**src/rtl/sdram_ctrl_module_if.sv**
```systemverilog
// Host and stage-facing signal bundle for the SDRAM top-level sequencer.
// master is the sequencer side; slave is the host/stage side.
interface sdram_ctrl_module_if;
    logic       WrEN_Sig;
    logic       RdEN_Sig;
    logic       Done_Sig;
    logic       Busy_Sig;
    logic       Ready_Sig;
    logic       Init_Start_Sig;
    logic       Init_Done_Sig;
    logic [2:0] Func_Start_Sig;
    logic       Func_Done_Sig;

    modport master (
        input  WrEN_Sig,
        input  RdEN_Sig,
        input  Init_Done_Sig,
        input  Func_Done_Sig,
        output Done_Sig,
        output Busy_Sig,
        output Ready_Sig,
        output Init_Start_Sig,
        output Func_Start_Sig
    );

    modport slave (
        output WrEN_Sig,
        output RdEN_Sig,
        output Init_Done_Sig,
        output Func_Done_Sig,
        input  Done_Sig,
        input  Busy_Sig,
        input  Ready_Sig,
        input  Init_Start_Sig,
        input  Func_Start_Sig
    );
endinterface

```
**src/rtl/sdram_ctrl_module.sv**
```systemverilog
// SDRAM top-level sequencer: runs init, then arbitrates refresh,
// host writes and host reads into one-hot function-stage starts.
module sdram_ctrl_module #(
    parameter logic [9:0] T15US = 10'd300
) (
    input logic CLK,
    input logic RSTn,
    sdram_ctrl_module_if.master bus
);

    typedef enum logic [2:0] {
        S_INIT,
        S_IDLE,
        S_WRITE,
        S_READ,
        S_REFRESH,
        S_DONE
    } state_e;

    state_e     state_q, state_d;
    logic       init_q, init_d;
    logic [2:0] func_q, func_d;
    logic       done_q, done_d;
    logic       busy_q, busy_d;
    logic       ready_q, ready_d;
    logic [9:0] c1_q, c1_d;
    logic       pend_q, pend_d;

    always_ff @(posedge CLK or negedge RSTn) begin
        if (!RSTn) begin
            state_q <= S_INIT;
            init_q  <= 1'b0;
            func_q  <= 3'b000;
            done_q  <= 1'b0;
            busy_q  <= 1'b1;
            ready_q <= 1'b0;
            c1_q    <= 10'd0;
            pend_q  <= 1'b0;
        end else begin
            state_q <= state_d;
            init_q  <= init_d;
            func_q  <= func_d;
            done_q  <= done_d;
            busy_q  <= busy_d;
            ready_q <= ready_d;
            c1_q    <= c1_d;
            pend_q  <= pend_d;
        end
    end

    always_comb begin
        state_d = state_q;
        init_d  = init_q;
        func_d  = func_q;
        done_d  = done_q;
        busy_d  = busy_q;
        ready_d = ready_q;
        c1_d    = c1_q;
        pend_d  = pend_q;

        unique case (state_q)
            S_INIT: begin
                init_d = 1'b1;
                if (bus.Init_Done_Sig) begin
                    init_d  = 1'b0;
                    ready_d = 1'b1;
                    busy_d  = 1'b0;
                    state_d = S_IDLE;
                end
            end
            S_IDLE: begin
                busy_d = 1'b0;
                if (pend_q) begin
                    func_d  = 3'b100;
                    busy_d  = 1'b1;
                    pend_d  = 1'b0;
                    state_d = S_REFRESH;
                end else if (bus.WrEN_Sig) begin
                    func_d  = 3'b001;
                    busy_d  = 1'b1;
                    state_d = S_WRITE;
                end else if (bus.RdEN_Sig) begin
                    func_d  = 3'b010;
                    busy_d  = 1'b1;
                    state_d = S_READ;
                end
            end
            S_WRITE, S_READ, S_REFRESH: begin
                if (bus.Func_Done_Sig) begin
                    func_d  = 3'b000;
                    done_d  = (state_q != S_REFRESH);
                    state_d = S_DONE;
                end
            end
            S_DONE: begin
                done_d  = 1'b0;
                busy_d  = 1'b0;
                state_d = S_IDLE;
            end
            default: state_d = S_INIT;
        endcase

        // an expiry on the same edge as refresh entry re-arms the flag
        if (ready_q) begin
            if (c1_q == T15US - 10'd1) begin
                c1_d   = 10'd0;
                pend_d = 1'b1;
            end else begin
                c1_d = c1_q + 10'd1;
            end
        end
    end

    assign bus.Init_Start_Sig = init_q;
    assign bus.Func_Start_Sig = func_q;
    assign bus.Done_Sig       = done_q;
    assign bus.Busy_Sig       = busy_q;
    assign bus.Ready_Sig      = ready_q;

endmodule

```
**src/flat_wrapper.sv**
```systemverilog
// flat-port wrapper written by rule: the top's interface ports become plain ports
module sdram_ctrl_module_flat 
#(
    parameter logic [9:0] T15US = 10'd300
)
  (CLK, RSTn, bus_WrEN_Sig, bus_RdEN_Sig, bus_Init_Done_Sig, bus_Func_Done_Sig, bus_Done_Sig, bus_Busy_Sig, bus_Ready_Sig, bus_Init_Start_Sig, bus_Func_Start_Sig);
  sdram_ctrl_module_if bus_i ();
  input logic CLK;
  input logic RSTn;
  input wire logic [$bits(bus_i.WrEN_Sig)-1:0] bus_WrEN_Sig;
  input wire logic [$bits(bus_i.RdEN_Sig)-1:0] bus_RdEN_Sig;
  input wire logic [$bits(bus_i.Init_Done_Sig)-1:0] bus_Init_Done_Sig;
  input wire logic [$bits(bus_i.Func_Done_Sig)-1:0] bus_Func_Done_Sig;
  output wire logic [$bits(bus_i.Done_Sig)-1:0] bus_Done_Sig;
  output wire logic [$bits(bus_i.Busy_Sig)-1:0] bus_Busy_Sig;
  output wire logic [$bits(bus_i.Ready_Sig)-1:0] bus_Ready_Sig;
  output wire logic [$bits(bus_i.Init_Start_Sig)-1:0] bus_Init_Start_Sig;
  output wire logic [$bits(bus_i.Func_Start_Sig)-1:0] bus_Func_Start_Sig;
  assign bus_i.WrEN_Sig = bus_WrEN_Sig;
  assign bus_i.RdEN_Sig = bus_RdEN_Sig;
  assign bus_i.Init_Done_Sig = bus_Init_Done_Sig;
  assign bus_i.Func_Done_Sig = bus_Func_Done_Sig;
  assign bus_Done_Sig = bus_i.Done_Sig;
  assign bus_Busy_Sig = bus_i.Busy_Sig;
  assign bus_Ready_Sig = bus_i.Ready_Sig;
  assign bus_Init_Start_Sig = bus_i.Init_Start_Sig;
  assign bus_Func_Start_Sig = bus_i.Func_Start_Sig;
  sdram_ctrl_module #(.T15US(T15US)) u_core (.CLK(CLK), .RSTn(RSTn), .bus(bus_i));
endmodule
```
**config.mk**
```make
export PLATFORM = sky130hd
export DESIGN_NAME = sdram_ctrl_module_flat
export DESIGN_NICKNAME = d
export VERILOG_FILES = /design/src/rtl/sdram_ctrl_module_if.sv /design/src/rtl/sdram_ctrl_module.sv /design/src/flat_wrapper.sv
export SDC_FILE = /design/constraint.sdc
export NUM_CORES = 1
export LEC_CHECK = 0
export CAP_MARGIN = 10
export CELL_PAD_IN_SITES_DETAIL_PLACEMENT = 0
export CELL_PAD_IN_SITES_GLOBAL_PLACEMENT = 1
export CORE_MARGIN = 1.5
export CORE_UTILIZATION = 42
export DETAILED_ROUTE_END_ITERATION = 16
export GPL_TIMING_DRIVEN = 0
export PLACE_DENSITY = 0.74
export SYNTH_ARGS = -nofsm -noshare
export SYNTH_HDL_FRONTEND = slang
export SYNTH_SLANG_ARGS = --single-unit
```
**constraint.sdc**
```tcl
create_clock -name CLK -period 1.7 [get_ports CLK]
set_input_delay 0.34 -clock CLK [delete_from_list [all_inputs] [get_ports CLK]]
set_output_delay 0.34 -clock CLK [all_outputs]
set_load 0.03 [all_outputs]
```
Word level (Yosys, flattened, before mapping)

Index checks and enable logic that the tools add are counted.

RAM bits: 0
Register bits: 21
Output and inout bits: 7
Bits in read-only memories: 0
Bits of input ports: 6
Latch bits: 0
Word-level logic and storage cells: 52
Memories: 0

Add/subtract/negate cells: 1
Divide/modulo/power cells: 0
Magnitude comparators: 0
Equality and inequality tests: 10
Mux-type cells: 23
Shifts and indexed selects: 0
Bitwise operators: 0
Reduce and logical (&&, ||, !) cells: 10
$mul: 0

Operator list:

| kind                    | number |
|---|---|
| $mux W3                 | 9 |
| $pmux W3 S4             | 1 |
| $add A10 B1 Y10 const B | 1 |
| $eq A10 B9 Y1 const B   | 1 |
| $mux W10                | 1 |
| $mux W1                 | 9 |
| $eq A3 B2 Y1 const B    | 2 |
| $eq A3 B3 Y1 const B    | 2 |
| $pmux W3 S2             | 1 |
| $reduce_and A2 Y1       | 3 |
| $reduce_and A3 Y1       | 2 |
| $ne A2 B2 Y1 const B    | 2 |
| $ne A4 B3 Y1 const B    | 1 |
| $reduce_bool A2 Y1      | 2 |
| $eq A3 B1 Y1 const B    | 1 |
| $logic_not A3 Y1        | 1 |
| $ne A3 B3 Y1 const B    | 1 |
| $pmux W1 S3             | 1 |
| $reduce_bool A3 Y1      | 1 |
| $reduce_or A3 Y1        | 1 |
| $pmux W1 S2             | 1 |

Longest topological paths before layout

Depth after elaboration: 4
Gate-level depth with buffers: 4
Gate-level depth less buffers: 4

Least setup slack after synthesis

No wires, ideal clock.

Kind: register -> register
Start point: register u_core.c1_q[4]
End point: register u_core.c1_q[0]
Period minus slack after synthesis: 1427 ps
Data arrival time: 1296 ps
Setup time: 131 ps
Required time: 1569 ps
Path buffers: 0
Stages on the path, launching flop included: 4
Slack: 273 ps
Path through: dfrtp_1 -> or4b_4 -> o311ai_2 -> o21ai_1

Longest elaborated chain between the ends: 2

RTL lines:

| item                   | line                     | source |
|---|---|---|
| start, declared        | sdram_ctrl_module.sv:26  | `logic [9:0] c1_q, c1_d;` |
| start signal, assigned | sdram_ctrl_module.sv:37  | `c1_q <= 10'd0;` |
| start signal, assigned | sdram_ctrl_module.sv:46  | `c1_q <= c1_d;` |
| $eq A10 B9 Y1          | sdram_ctrl_module.sv:105 | `if (c1_q == T15US - 10'd1) begin` |
| $mux W10               | sdram_ctrl_module.sv:105 |  |

No other way between the ends.
A chain may end at the register's enable or synchronous reset.

Final worst setup path

Start point: register u_core.busy_q, in the netlist u_core.bus.Busy_Sig
End point: output port bus_Busy_Sig

RTL lines:

| item                   | line                    | source |
|---|---|---|
| start, declared        | sdram_ctrl_module.sv:24 | `logic busy_q, busy_d;` |
| start signal, assigned | sdram_ctrl_module.sv:44 | `busy_q <= busy_d;` |
| end, declared          | flat_wrapper.sv:15      | `output wire logic [$bits(bus_i.Busy_Sig)-1:0] bus_Busy_Sig;` |

No word-level cell between the ends.

==> impl_metrics.toml <==
[run_status]
status = "completed"

[clocking]
cts_tree = "built"
h-tree-depth = 1
clkTransAtPathRegs_ns = 0.12
cts_sinks = 21
clock_path_buffers = 2
post_cts_buffers = 0
cts_hold_buf = 0
cts_buffers = 3
clock_latency_ns = 0.30
clockRootBuffer = "clkbuf_4"

[detailed_routing]
first_iter_violations = 16
drc = 0
vias_per_cell = 5.671
vias = 862
drt_wl_total_mm = 2.159
wl_per_cell_um = 14.20
ant_nets = 0
drt_pass1_iterations = 4

[global_routing]
grt_overflow = 0
track_usage_pct = 18.01
grt_pass1_vias = 805
antenna_found_initial = 0
grt_pass1_wl_mm = 3.719
grt_max_degree = 22

[die]
die_y_um = 53.68
die-area_mm2 = 0.002881
start_util_pct = 43.93
die_width_um = 53.68
ios = 13
num_rows = 18
core_area_mm2 = 0.002455

[timing]
max_slew_margin_pct = 37.00
max_freq_ghz = 0.6342
period_needed_ns = 1.577
tns_ns = 0
finClkSkew_ns = 0.003563
setup_viol = 0
hold_viol = 0
post-route-period-util_pct = 92.75
finalMaxSlewViolations = 0
grt_setup_unrepaired = "no"
tightest_slew_ns = 0.9421
fin_ws_ns = 0.1232

[placed_design]
post-dp-hpwl_mm = 1.517
gp_congestion = 0.7483
placed_cell_area_mm2 = 0.001236
port_buffers = 12
place_ws_ns = 0.1223

[power_and_ir_drop]
switching_share_pct = 42.81
p_sw_mw = 0.8657
ir_drop_v = 0.0008088
powerDensity_mw_per_mm2 = 1602
p_int_mw = 1.157
power.static_leakage_nw = 0.5621
sequentialPowerShare_pct = 41.8
p_comb_share_pct = 46.1
power_mw = 2.022
pwr-share-clk_pct = 12.2

[logic_synthesis]
syn_inst = 106
synth-seq-cells = 21
ys_types = 43
syn_avg_cell_area_um2 = 10.17
yosysWarnings = 0
ys_seq_area_share_pct = 48.84
syn_area_mm2 = 0.001079
synthArstFlopShare_pct = 100.0
ys.flop_type = "dfrtp_1"
synth_enable_flop_cells = 0
synth_nets = 113

[setup_path]
path_max_fanout = 2
max_stage_delay_ns = 0.54
arrival_ns = 1.24
path_class = "reg -> out"
crit_path_top_delay_cell = "dfstp_2"
worstSetupStartpointType = "register"
cp-end-kind = "primary output"
worstPathCellList = "dlygate4sd2_1"
crit_required_ns = 1.36
critical_path_buf_inv_count = 1
cp_top_family = "flip-flops"

[layout]
fin_nets = 130
num_antenna_cells = 0
syn_to_final_growth_pct = 17.05
fillCellCount = 244
drive_gt1_share_pct = 12.30
postLayoutCellArea_mm2 = 0.001262

[hold_path]
hold_class = "reg -> reg"

[run]
cap_viol_max_count = 0
-- timing repair --
action,4_1_cts,5_1_grt
resized for setup,5,2
endpoints found under the setup margin,5,2
endpoints found under the hold margin,0,0
-- layout make-up --
cell class                 instances  area [um2]  area share (%)
buffer                             5       36.28           2.874
multi-input combinational         69       474.2           37.56
clock buffer                       3       22.52           1.784
clock inverter                     1       5.005          0.3964
timing repair buffer              12       118.9           9.415
sequential                        21       526.8           41.72
inverter                          11       41.29           3.271
tap                               30       37.54           2.973
-- layout by cell type (no fill, tap or decap), types with 2 or more instances in the layout --
cell / Yosys / layout
o21ai_1: 6 / 6
o21ai_0: 3 / 3
nor2_1: 5 / 5
a32oi_1: 2 / 2
clkdlybuf4s50_1: 0 / 5
dfrtp_1: 20 / 20
buf_6: 2 / 2
a21oi_1: 4 / 4
dlymetal6s2s_1: 0 / 2
or3_1: 2 / 2
nand2_1: 7 / 7
clkbuf_4: 0 / 3
xnor2_1: 2 / 2
xor2_1: 3 / 3
nand4_1: 4 / 4
inv_1: 10 / 10
nor3_1: 3 / 3
buf_2: 2 / 2
o22ai_1: 4 / 4
dlygate4sd2_1: 0 / 5
-- kinds of logic after synthesis --
family                   after synthesis  share of synthesized area, %
adder cells (fa/ha/maj)                1                         1.160
AND/OR/NAND/NOR                       32                         18.56
flip-flops                            21                         48.84
XOR/XNOR                               5                         4.061
buffers and inverters                 16                         7.192
AO/OA/AOI/OAI                         31                         20.19
-- worst paths after layout --
path	slack, ns	from	cells past startpoint	endpoint
max	0.12	u_core.bus.Busy_Sig	1	bus_Busy_Sig
min	0.48	u_core.c1_q[9]	1	u_core.c1_q[9]
max reg2reg	0.15	u_core.c1_q[4]	3	u_core.c1_q[3]
min reg2reg	0.48	u_core.c1_q[9]	1	u_core.c1_q[9]
max in group asynchronous	0.59	RSTn	1	u_core.state_q[2]
min in group asynchronous	0.55	RSTn	1	u_core.c1_q[0]
-- state kept, by name, summed over array words and instances, names as in the netlist --
register,flops
u_core.bus.Busy_Sig,1
u_core.bus.Done_Sig,1
u_core.bus.Func_Start_Sig,3
u_core.bus.Init_Start_Sig,1
u_core.bus.Ready_Sig,1
u_core.c1_q,10
u_core.pend_q,1
u_core.state_q,3
-- metrics by stage --
stage / instances / util (%) / hold WS, ns
global placement: 148 / 50.36 / 0.4636
global route: 152 / 51.43 / 0.4969
CTS: 152 / 51.22 / 0.4875
finish: 152 / 51.43 / 0.4846
floorplan: 106 / - / 0.04441
detailed placement: 148 / 50.36 / 0.4649
-- cell usage after synthesis, types with 2 or more instances --
cell type / number / area, um2
o21ai_0: 3 / 15.01
nor2_1: 5 / 18.77
xor2_1: 3 / 26.28
buf_6: 2 / 22.52
inv_1: 10 / 37.54
dfrtp_1: 20 / 500.5
nand2_1: 7 / 26.28
buf_2: 2 / 10.01
or3_1: 2 / 12.51
a21oi_1: 4 / 20.02
nor3_1: 3 / 15.01
nand4_1: 4 / 25.02
xnor2_1: 2 / 17.52
a32oi_1: 2 / 17.52
o21ai_1: 6 / 30.03
o22ai_1: 4 / 25.02
-- power groups by stage --
stage               Combinational, mW  Clock [mW]  Sequential, mW
finish                          0.931       0.246           0.844
global route                     1.03       0.276           0.876
CTS                             0.938       0.258           0.843
detailed placement              0.961           0           0.855
global placement                0.951           0           0.850
floorplan                       0.590           0           0.933
-- metal layers --
metal  up-vias  part of all wire, %  track usage (%)  wire length (um)
li1        422                    -                -                 -
met1       411                   52            27.08              1120
met2        27                   43            24.80               921
met3         2                  4.2            1.667                91
met4         0                  1.2            10.68                26
met5         -                    0                0                 0
No activity file was read; power rests on OpenSTA's default activity.
